--- config.mk ---
export PLATFORM = sky130hd
export DESIGN_NAME = axis_dest_demux
export DESIGN_NICKNAME = d
export VERILOG_FILES = /design/src/rtl/axis_dest_demux.sv
export SDC_FILE = /design/constraint.sdc
export NUM_CORES = 1
export LEC_CHECK = 0
export ABC_AREA = 1
export CORE_MARGIN = 1.5
export CORE_UTILIZATION = 48
export CTS_CLUSTER_SIZE = 16
export DETAILED_ROUTE_END_ITERATION = 6
export MAX_ROUTING_LAYER = met4
export PLACE_DENSITY = 0.77
export SYNTH_ARGS = -nofsm -noshare
export SYNTH_HDL_FRONTEND = slang
export SYNTH_SLANG_ARGS = --single-unit
--- constraint.sdc ---
create_clock -name aclk -period 5.1 [get_ports aclk]
set_input_delay 0.51 -clock aclk [delete_from_list [all_inputs] [get_ports aclk]]
set_output_delay 0.51 -clock aclk [all_outputs]
set_load 0.005 [all_outputs]
--- src/rtl/axis_dest_demux.sv ---
// Single-input AXI-Stream router: decodes the head beat's dest and steers the whole
// packet to one output port; unmatched packets are discarded and counted.
module axis_dest_demux #(
    parameter int NMASTERS    = 4,
    parameter int DATA_WIDTH  = 64,
    parameter int DEST_WIDTH  = 8,
    parameter int ID_WIDTH    = 1,
    parameter int HAS_LAST    = 1,
    parameter int DEST_BASE   = 0,
    parameter int DEST_STRIDE = 1,
    parameter int DEST_RANGE  = 0
) (
    input  logic                           aclk,
    input  logic                           aresetn,
    input  logic                           s_valid,
    output logic                           s_ready,
    input  logic [DATA_WIDTH-1:0]          s_data,
    input  logic [DEST_WIDTH-1:0]          s_dest,
    input  logic [ID_WIDTH-1:0]            s_id,
    input  logic                           s_last,
    output logic [NMASTERS-1:0]            m_valid,
    input  logic [NMASTERS-1:0]            m_ready,
    output logic [NMASTERS*DATA_WIDTH-1:0] m_data,
    output logic [NMASTERS*DEST_WIDTH-1:0] m_dest,
    output logic [NMASTERS*ID_WIDTH-1:0]   m_id,
    output logic [NMASTERS-1:0]            m_last,
    output logic [15:0]                    drop_count
);

    localparam int SELW = (NMASTERS > 1) ? $clog2(NMASTERS) : 1;
    localparam int CW   = DEST_WIDTH + 5;
    localparam int PW   = DATA_WIDTH + DEST_WIDTH + ID_WIDTH + 1;

    typedef enum logic [1:0] {IDLE, ROUTE, DROP} state_t;

    state_t            state_q;
    logic [SELW-1:0]   sel_q;
    logic [15:0]       drop_count_q;

    logic [CW-1:0]       dest_ext;
    logic [NMASTERS-1:0] hit;
    logic [NMASTERS-1:0] buf_full;
    logic [NMASTERS-1:0] push;
    logic                any_hit;
    logic [SELW-1:0]     hit_idx;
    logic                beat_last;
    logic                accept;
    logic                rdy;
    logic                route_now;
    logic [SELW-1:0]     route_idx;
    logic [PW-1:0]       s_payload;

    assign dest_ext  = CW'(s_dest);
    assign beat_last = (HAS_LAST != 0) ? s_last : 1'b1;
    assign s_payload = {s_data, s_dest, s_id, beat_last};
    assign accept    = s_valid && s_ready;

    // Widened bounds so base + k*stride + range never wraps inside DEST_WIDTH.
    for (genvar gi = 0; gi < NMASTERS; gi++) begin : g_dec
        localparam logic [CW-1:0] LO = CW'(DEST_BASE + gi * DEST_STRIDE);
        localparam logic [CW-1:0] HI = CW'(DEST_BASE + gi * DEST_STRIDE + DEST_RANGE);
        if (NMASTERS == 1) begin : g_one
            assign hit[gi] = 1'b1;
        end else if (LO == '0) begin : g_zero
            assign hit[gi] = (dest_ext <= HI);
        end else begin : g_win
            assign hit[gi] = (dest_ext >= LO) && (dest_ext <= HI);
        end
    end

    always_comb begin
        any_hit = 1'b0;
        hit_idx = '0;
        for (int k = NMASTERS - 1; k >= 0; k--) begin
            if (hit[k]) begin
                any_hit = 1'b1;
                hit_idx = SELW'(k);
            end
        end
    end

    always_comb begin
        rdy = 1'b0;
        case (state_q)
            IDLE:    rdy = any_hit ? !buf_full[hit_idx] : 1'b1;
            ROUTE:   rdy = !buf_full[sel_q];
            DROP:    rdy = 1'b1;
            default: rdy = 1'b0;
        endcase
        s_ready = aresetn && rdy;
    end

    assign route_now = ((state_q == IDLE) && any_hit) || (state_q == ROUTE);
    assign route_idx = (state_q == IDLE) ? hit_idx : sel_q;

    always_ff @(posedge aclk or negedge aresetn) begin
        if (!aresetn) begin
            state_q      <= IDLE;
            sel_q        <= '0;
            drop_count_q <= '0;
        end else if (accept) begin
            case (state_q)
                IDLE: begin
                    if (any_hit) begin
                        sel_q   <= hit_idx;
                        state_q <= beat_last ? IDLE : ROUTE;
                    end else begin
                        if (drop_count_q != 16'hFFFF)
                            drop_count_q <= drop_count_q + 16'd1;
                        state_q <= beat_last ? IDLE : DROP;
                    end
                end
                ROUTE, DROP: begin
                    if (beat_last)
                        state_q <= IDLE;
                end
                default: state_q <= IDLE;
            endcase
        end
    end

    assign drop_count = drop_count_q;

    // Per-port 2-entry FIFO; slot0 is the registered output, slot1 the skid entry.
    for (genvar gi = 0; gi < NMASTERS; gi++) begin : g_port
        logic [1:0]    cnt_q;
        logic [1:0]    cnt_d;
        logic [PW-1:0] slot0_q;
        logic [PW-1:0] slot1_q;
        logic          pop;

        assign push[gi] = accept && route_now && (route_idx == SELW'(gi));
        assign pop      = (cnt_q != 2'd0) && m_ready[gi];

        always_comb begin
            cnt_d = cnt_q;
            case ({push[gi], pop})
                2'b10:   cnt_d = cnt_q + 2'd1;
                2'b01:   cnt_d = cnt_q - 2'd1;
                default: cnt_d = cnt_q;
            endcase
        end

        always_ff @(posedge aclk or negedge aresetn) begin
            if (!aresetn)
                cnt_q <= 2'd0;
            else
                cnt_q <= cnt_d;
        end

        always_ff @(posedge aclk) begin
            if ((cnt_q == 2'd2) && pop)
                slot0_q <= slot1_q;
            else if (push[gi] && ((cnt_q == 2'd0) || pop))
                slot0_q <= s_payload;
            if (push[gi] && (cnt_q == 2'd1) && !pop)
                slot1_q <= s_payload;
        end

        assign buf_full[gi] = (cnt_q == 2'd2);
        assign m_valid[gi]  = (cnt_q != 2'd0);
        assign m_data[gi*DATA_WIDTH +: DATA_WIDTH] = slot0_q[PW-1 -: DATA_WIDTH];
        assign m_dest[gi*DEST_WIDTH +: DEST_WIDTH] = slot0_q[ID_WIDTH+1 +: DEST_WIDTH];
        assign m_id[gi*ID_WIDTH +: ID_WIDTH]       = slot0_q[1 +: ID_WIDTH];
        assign m_last[gi]                          = slot0_q[0];
    end

endmodule

# --- Yosys cells after proc, flatten, opt, wreduce, memory -nomap -nowiden ---
# Index checks and enable logic that the tools add are counted.
word_totals:
  regBits: 620
  out_inout_bits: 317
  word_cells: 153
  input_bits: 81
classes:
  n_eq_ne: 23
  muxes: 32
  addsub: 9
  n_reduce_logical: 64
  bitwise_logic: 1
  n_lt_le_gt_ge: 9
op_table:
  columns: ["cell", "count"]
  rows:
  - ["two-way mux 74 bit", 8]
  - ["logical AND 1 bit", 31]
  - ["nonzero test 2 bit", 12]
  - ["== test 2 bit (second input constant)", 11]
  - ["== test 2 x 1 -> 1 bit (second input constant)", 10]
  - ["case mux 2 bit (2 select lines)", 5]
  - ["adder 16 x 1 -> 16 bit (second input constant)", 1]
  - [">= comparator 8 x 2 -> 1 bit (second input constant)", 2]
  - ["less-or-equal comparator 8 x 1 -> 1 bit (second input constant)", 2]
  - ["less-or-equal comparator 8 x 2 -> 1 bit (second input constant)", 2]
  - ["two-way mux 2 bit", 8]
  - ["inequality test 16 bit (second input constant)", 1]
  - ["logical NOT 2 bit", 6]
  - ["adder 2 x 1 -> 2 bit (second input constant)", 4]
  - [">= comparator 8 x 1 -> 1 bit (second input constant)", 1]
  - ["two-way mux 1 bit", 8]
  - ["subtractor 2 x 1 -> 2 bit (second input constant)", 4]
  - ["logical NOT 1 bit", 6]
  - ["less-than comparator 2 x 3 -> 1 bit (second input constant)", 2]
  - ["logical OR 1 bit", 5]
  - ["binary-select mux 1 bit (select 2 bit)", 2]
  - ["AND reduction 4 bit", 1]
  - ["case mux 1 bit (3 select lines)", 1]
  - ["AND reduction 3 bit", 1]
  - ["other kinds (4)", 4]

# --- Depth between registers and ports, before layout ---
depth:
  word_depth: 18
  ltp_mapped: 14
  ltp_nobuf: 14

# --- Worst setup path after synthesis ---
# No wires, ideal clock.
synth_path:
  path_type: "input -> register"
  start: "in s_dest[5]"
  end: "reg g_port[1].slot1_q[0] (enable)"
  slack_ns: 0.002
  stages: 11
  required_time_ns: 4.593
  arrival_ns: 4.591
  setup_ns: 0.507
  path_buffers: 0
  path_cell_list: "nor2_1 -> nand2_2 -> o21ai_1 -> nand3_1 -> nand3_1 -> nand2_2 -> nand2_2 -> nand3_4 -> nor2_4 -> nand3_1 -> nor2_1"
synth_via:
  elab_chain_cells: 17
  word_cells_on_any_way: 33
  cone_classes: "order compare: 7; eq/ne: 1; mux: 13; reduce/logical: 12"
synth_lines:
  columns: ["element", "line_no", "source"]
  rows:
  - ["start, declared", "18", "input logic [DEST_WIDTH-1:0] s_dest,"]
  - [">= comparator 8 x 2 -> 1 bit / less-or-equal comparator 8 x 2 -> 1 bit (equally long branches)", "67", "assign hit[gi] = (dest_ext >= LO) && (dest_ext <= HI);"]
  - ["logical AND 1 bit", "67", null]
  - ["two-way mux 2 bit (4 in a row)", "75", "if (hit[k]) begin"]
  - ["binary-select mux 1 bit (select 2 bit)", "85", "IDLE: rdy = any_hit ? !buf_full[hit_idx] : 1'b1;"]
  - ["two-way mux 1 bit (implied by the code)", "85", null]
  - ["logical NOT 1 bit", "85", null]
  - ["two-way mux 1 bit", "85", null]
  - ["case mux 1 bit (3 select lines)", "84", "case (state_q)"]
  - ["logical AND 1 bit", "90", "s_ready = aresetn && rdy;"]
  - ["logical AND 1 bit", "56", "assign accept = s_valid && s_ready;"]
  - ["logical AND 1 bit", "132", "assign push[gi] = accept && route_now && (route_idx == SELW'(gi));"]
  - ["logical AND 1 bit *", "132", null]
  - ["logical AND 1 bit * (2 in a row)", "156", "if (push[gi] && (cnt_q == 2'd1) && !pop)"]
  - ["end signal, assigned", "157", "slot1_q <= s_payload;"]
  - ["end, declared", "129", "logic [PW-1:0] slot1_q;"]
# Every way passes the cells marked *; elsewhere a longest branch is shown, timed or not. The select of a mux whose other input is x is not followed.
# A chain may end at the register's enable or synchronous reset.

# --- Worst setup path after layout ---
layout_path:
  start: "reg g_port[1].cnt_q[0]"
  end: "reg g_port[3].slot1_q[30] (enable)"
layout_via:
  elab_chain_cells: 12
  word_cells_on_any_way: 15
  cone_classes: "eq/ne: 1; mux: 6; reduce/logical: 8"
layout_lines:
  columns: ["element", "line_no", "source"]
  rows:
  - ["start, declared", "126", "logic [1:0] cnt_q;"]
  - ["start signal, assigned", "148", "cnt_q <= cnt_d;"]
  - ["== test 2 bit *", "160", "assign buf_full[gi] = (cnt_q == 2'd2);"]
  - ["binary-select mux 1 bit (select 2 bit)", "85", null]
  - ["two-way mux 1 bit (implied by the code)", "85", null]
  - ["logical NOT 1 bit", "85", null]
  - ["two-way mux 1 bit", "85", null]
  - ["case mux 1 bit (3 select lines) *", "84", null]
  - ["logical AND 1 bit *", "90", null]
  - ["logical AND 1 bit *", "56", null]
  - ["logical AND 1 bit * (2 in a row)", "132", null]
  - ["logical AND 1 bit * (2 in a row)", "156", null]
  - ["end signal, assigned", "157", null]
  - ["end, declared", "129", null]
# Marked as above.

==> flow_summary.json <==
{
  "status": "complete, no violations",
  "drive_above_1_share": 0.2393,
  "grt_max_degree": 83,
  "vias_per_cell": 5.373,
  "portBuffers": 397,
  "drt_iter0_drc": 1052,
  "drc": 0,
  "synth-edff-count": 592,
  "syn_avg_cell_area_um2": 18.90,
  "hpwl_mm": 33.18,
  "final_max_slew_viol_count": 0,
  "grt_use_total": 0.2195,
  "layout.nets": 1777,
  "synth-seq-area-share": 0.7885,
  "worstPathCellList": "inv_1 -> ha_1 -> nor2_1 -> nor2_1 -> o21ai_0 -> a21oi_1 -> nand2_2 -> nand3_4 -> nor2_4 -> nand3_1 -> nor2_4 -> buf_12",
  "critical_path.startpoint_type": "flop",
  "ys_warn_count": 0,
  "synth_ff_type": "edfxtp_1",
  "cp_max_fo": 58,
  "cpPeakStageDelay_ps": 530,
  "dieHeight_um": 224.0,
  "cts_resized": 0,
  "yosysMostFrequentCell": "edfxtp_1",
  "die_x_um": 224.0,
  "hold_viol_final": 0,
  "ff2ff_setup_slack_ps": 1840,
  "syn2layout_area_growth_pct": 28.73,
  "peakVddDrop_mv": 0.3772,
  "layout.area.seq_um2": 18480,
  "cts_max_path_buffers": 3,
  "htreeDepth": 2,
  "yosysUniqueCellTypes": 29,
  "grt_pass1_wl_mm": 79.78,
  "cp.required_ps": 5360,
  "min_path_type": "in2async",
  "netlist_instances": 1240,
  "first_global_vias": 12711,
  "multiInputGateArea_um2": 4661,
  "ys_seq_elements": 620,
  "num_vias": 12579,
  "synth.net_count": 1342,
  "tns_ps": 0,
  "fillCellCount": 3292,
  "die_area_um2": 50160,
  "utilization": 0.6292,
  "synth_top_area_frac": 0.7586,
  "root_buffer": "clkbuf_16",
  "finalSetupViolCount": 0,
  "async_flop_share": 0.04516,
  "synth_area_um2": 23430,
  "cp_slowest_cell": "nor2_4",
  "synth.area.top_cells": "edfxtp_1 (76%), mux2_2 (13%), dfrtp_1 (3.0%)",
  "ios": 398,
  "cts_tree": "built",
  "post-cts-setup-buffers": 0,
  "clkTransAtPathRegs_ps": 60,
  "rsz0062_at_grt": "no",
  "end_kind": "flop",
  "n_antenna_cell": 0,
  "crit_arrival_ps": 3520,
  "yosys.area.top_type": "edfxtp_1",
  "dr.pass1.iters": 5,
  "crit_family": "simple AND/OR/NAND/NOR gates",
  "power.leakage_uw": 0.01028,
  "ant_nets": 0,
  "worst-path-buf-inv": 2,
  "drt-wirelength-per-cell_um": 23.13,
  "cp.depth": 12,
  "clkSinkCount": 620,
  "cts_made_buffers": 59,
  "design.core.area_um2": 47950,
  "initial_core_util": 0.4888,
  "timing.final.ws_setup_ps": 1843,
  "synth_common_cells": "edfxtp_1 (592), mux2_2 (264), nor2_1 (58)",
  "clkLatencyLatePin_ps": 610,
  "slew_headroom": 0.1903,
  "drt-total-wl_mm": 54.15,
  "globalplace.congestion": 0.8506,
  "pre_cts_slack_ps": 1373,
  "max_freq_ghz": 0.3070,
  "overflow": 0,
  "cap_violations": 0,
  "power.density_nw_per_um2": 439.0,
  "crit_type": "reg2reg",
  "fin_skew_ps": 18.08,
  "ctsHoldBuffers": 0,
  "finalCritPeriodShare": 0.6387,
  "antenna_found_initial": 0,
  "reg2reg_depth": 12,
  "num_rows": 80,
  "period_needed_ps": 3257,
  "tightestPinTransition_ps": 1215
}
## logic make-up (layout without fill, tap and decap cells)
family	after synthesis	count (layout)	share of synthesized area
XOR/XNOR	22	22	0.008222
AND/OR/NAND/NOR	156	156	0.03059
buffers and inverters	89	575	0.01650
flip-flops	620	620	0.7885
AO/OA/AOI/OAI	68	68	0.01815
adder cells (fa/ha/maj)	21	21	0.01121
multiplexers	264	264	0.1269
## placed cells by master (no fill, tap or decap), drive strengths merged
cell type	n
a21boi	1
a21oi	34
buf	16
bufinv	7
clkbuf	79
clkdlybuf4s50	397
clkinv	21
clkinvlp	4
dfrtp	28
edfxtp	592
ha	21
inv	51
mux2	264
nand2	63
nand3	17
nand3b	2
nand4	3
nor2	61
nor3	8
nor4	2
o21ai	32
o41ai	1
xnor2	8
xor2	14
## report_power, final
part | leakage (uW) | internal, uW | switching, uW
Clock | 0.000929 | 2550 | 1840
Combinational | 0.00365 | 1240 | 1220
Sequential | 0.00570 | 6160 | 231
## state kept, by name, summed over array words and instances (netlist names)
name / flops
drop_count: 16
g_port.cnt_q: 8
g_port.slot0_q: 296
g_port.slot1_q: 296
sel_q: 2
state_q: 2
## metal layers
layer / share of wire / vias up / GRT usage / routed length [um]
met1: 0.42 / 6390 / 0.2983 / 22860
met5: 0 / - / - / 0
met3: 0.070 / 75 / 0.03856 / 3812
li1: - / 5568 / - / -
met2: 0.49 / 546 / 0.3431 / 26350
met4: 0.021 / 0 / 0.06190 / 1128
## through the flow
step	hold slack, ps	instances	total power [uW]	cell area [um^2]
floorplan	214.4	1240	7684	23440
global placement	488.8	2229	8896	28230
detailed placement	492.7	2229	8963	28230
CTS	282.5	2341	13350	30170
global route	333.0	2341	13710	30170
finish	303.2	2341	13240	30170
## area by class of cell
type	instances	area share
tap	615	0.02551
inverter	50	0.006221
clock buffer	79	0.05284
timing repair buffer	413	0.1369
clock inverter	33	0.01149
sequential	620	0.6125
multi-input combinational	531	0.1545
## worst paths after layout
check | from | to
min in group aclk | g_port[3].cnt_q[0]$_DFFE_PN0P_ | g_port[3].cnt_q[0]$_DFFE_PN0P_
max in group asynchronous | aresetn | g_port[3].cnt_q[0]$_DFFE_PN0P_
worst max-delay path | g_port[1].cnt_q[0]$_DFFE_PN0P_ | g_port[3].slot1_q[30]$_DFFE_PP_
worst min-delay path | aresetn | drop_count[7]$_DFFE_PN0P_
worst max register to register | g_port[1].cnt_q[0]$_DFFE_PN0P_ | g_port[3].slot1_q[30]$_DFFE_PP_
worst min register to register | g_port[3].cnt_q[0]$_DFFE_PN0P_ | g_port[3].cnt_q[0]$_DFFE_PN0P_
No activity file was read; power rests on OpenSTA's default activity.
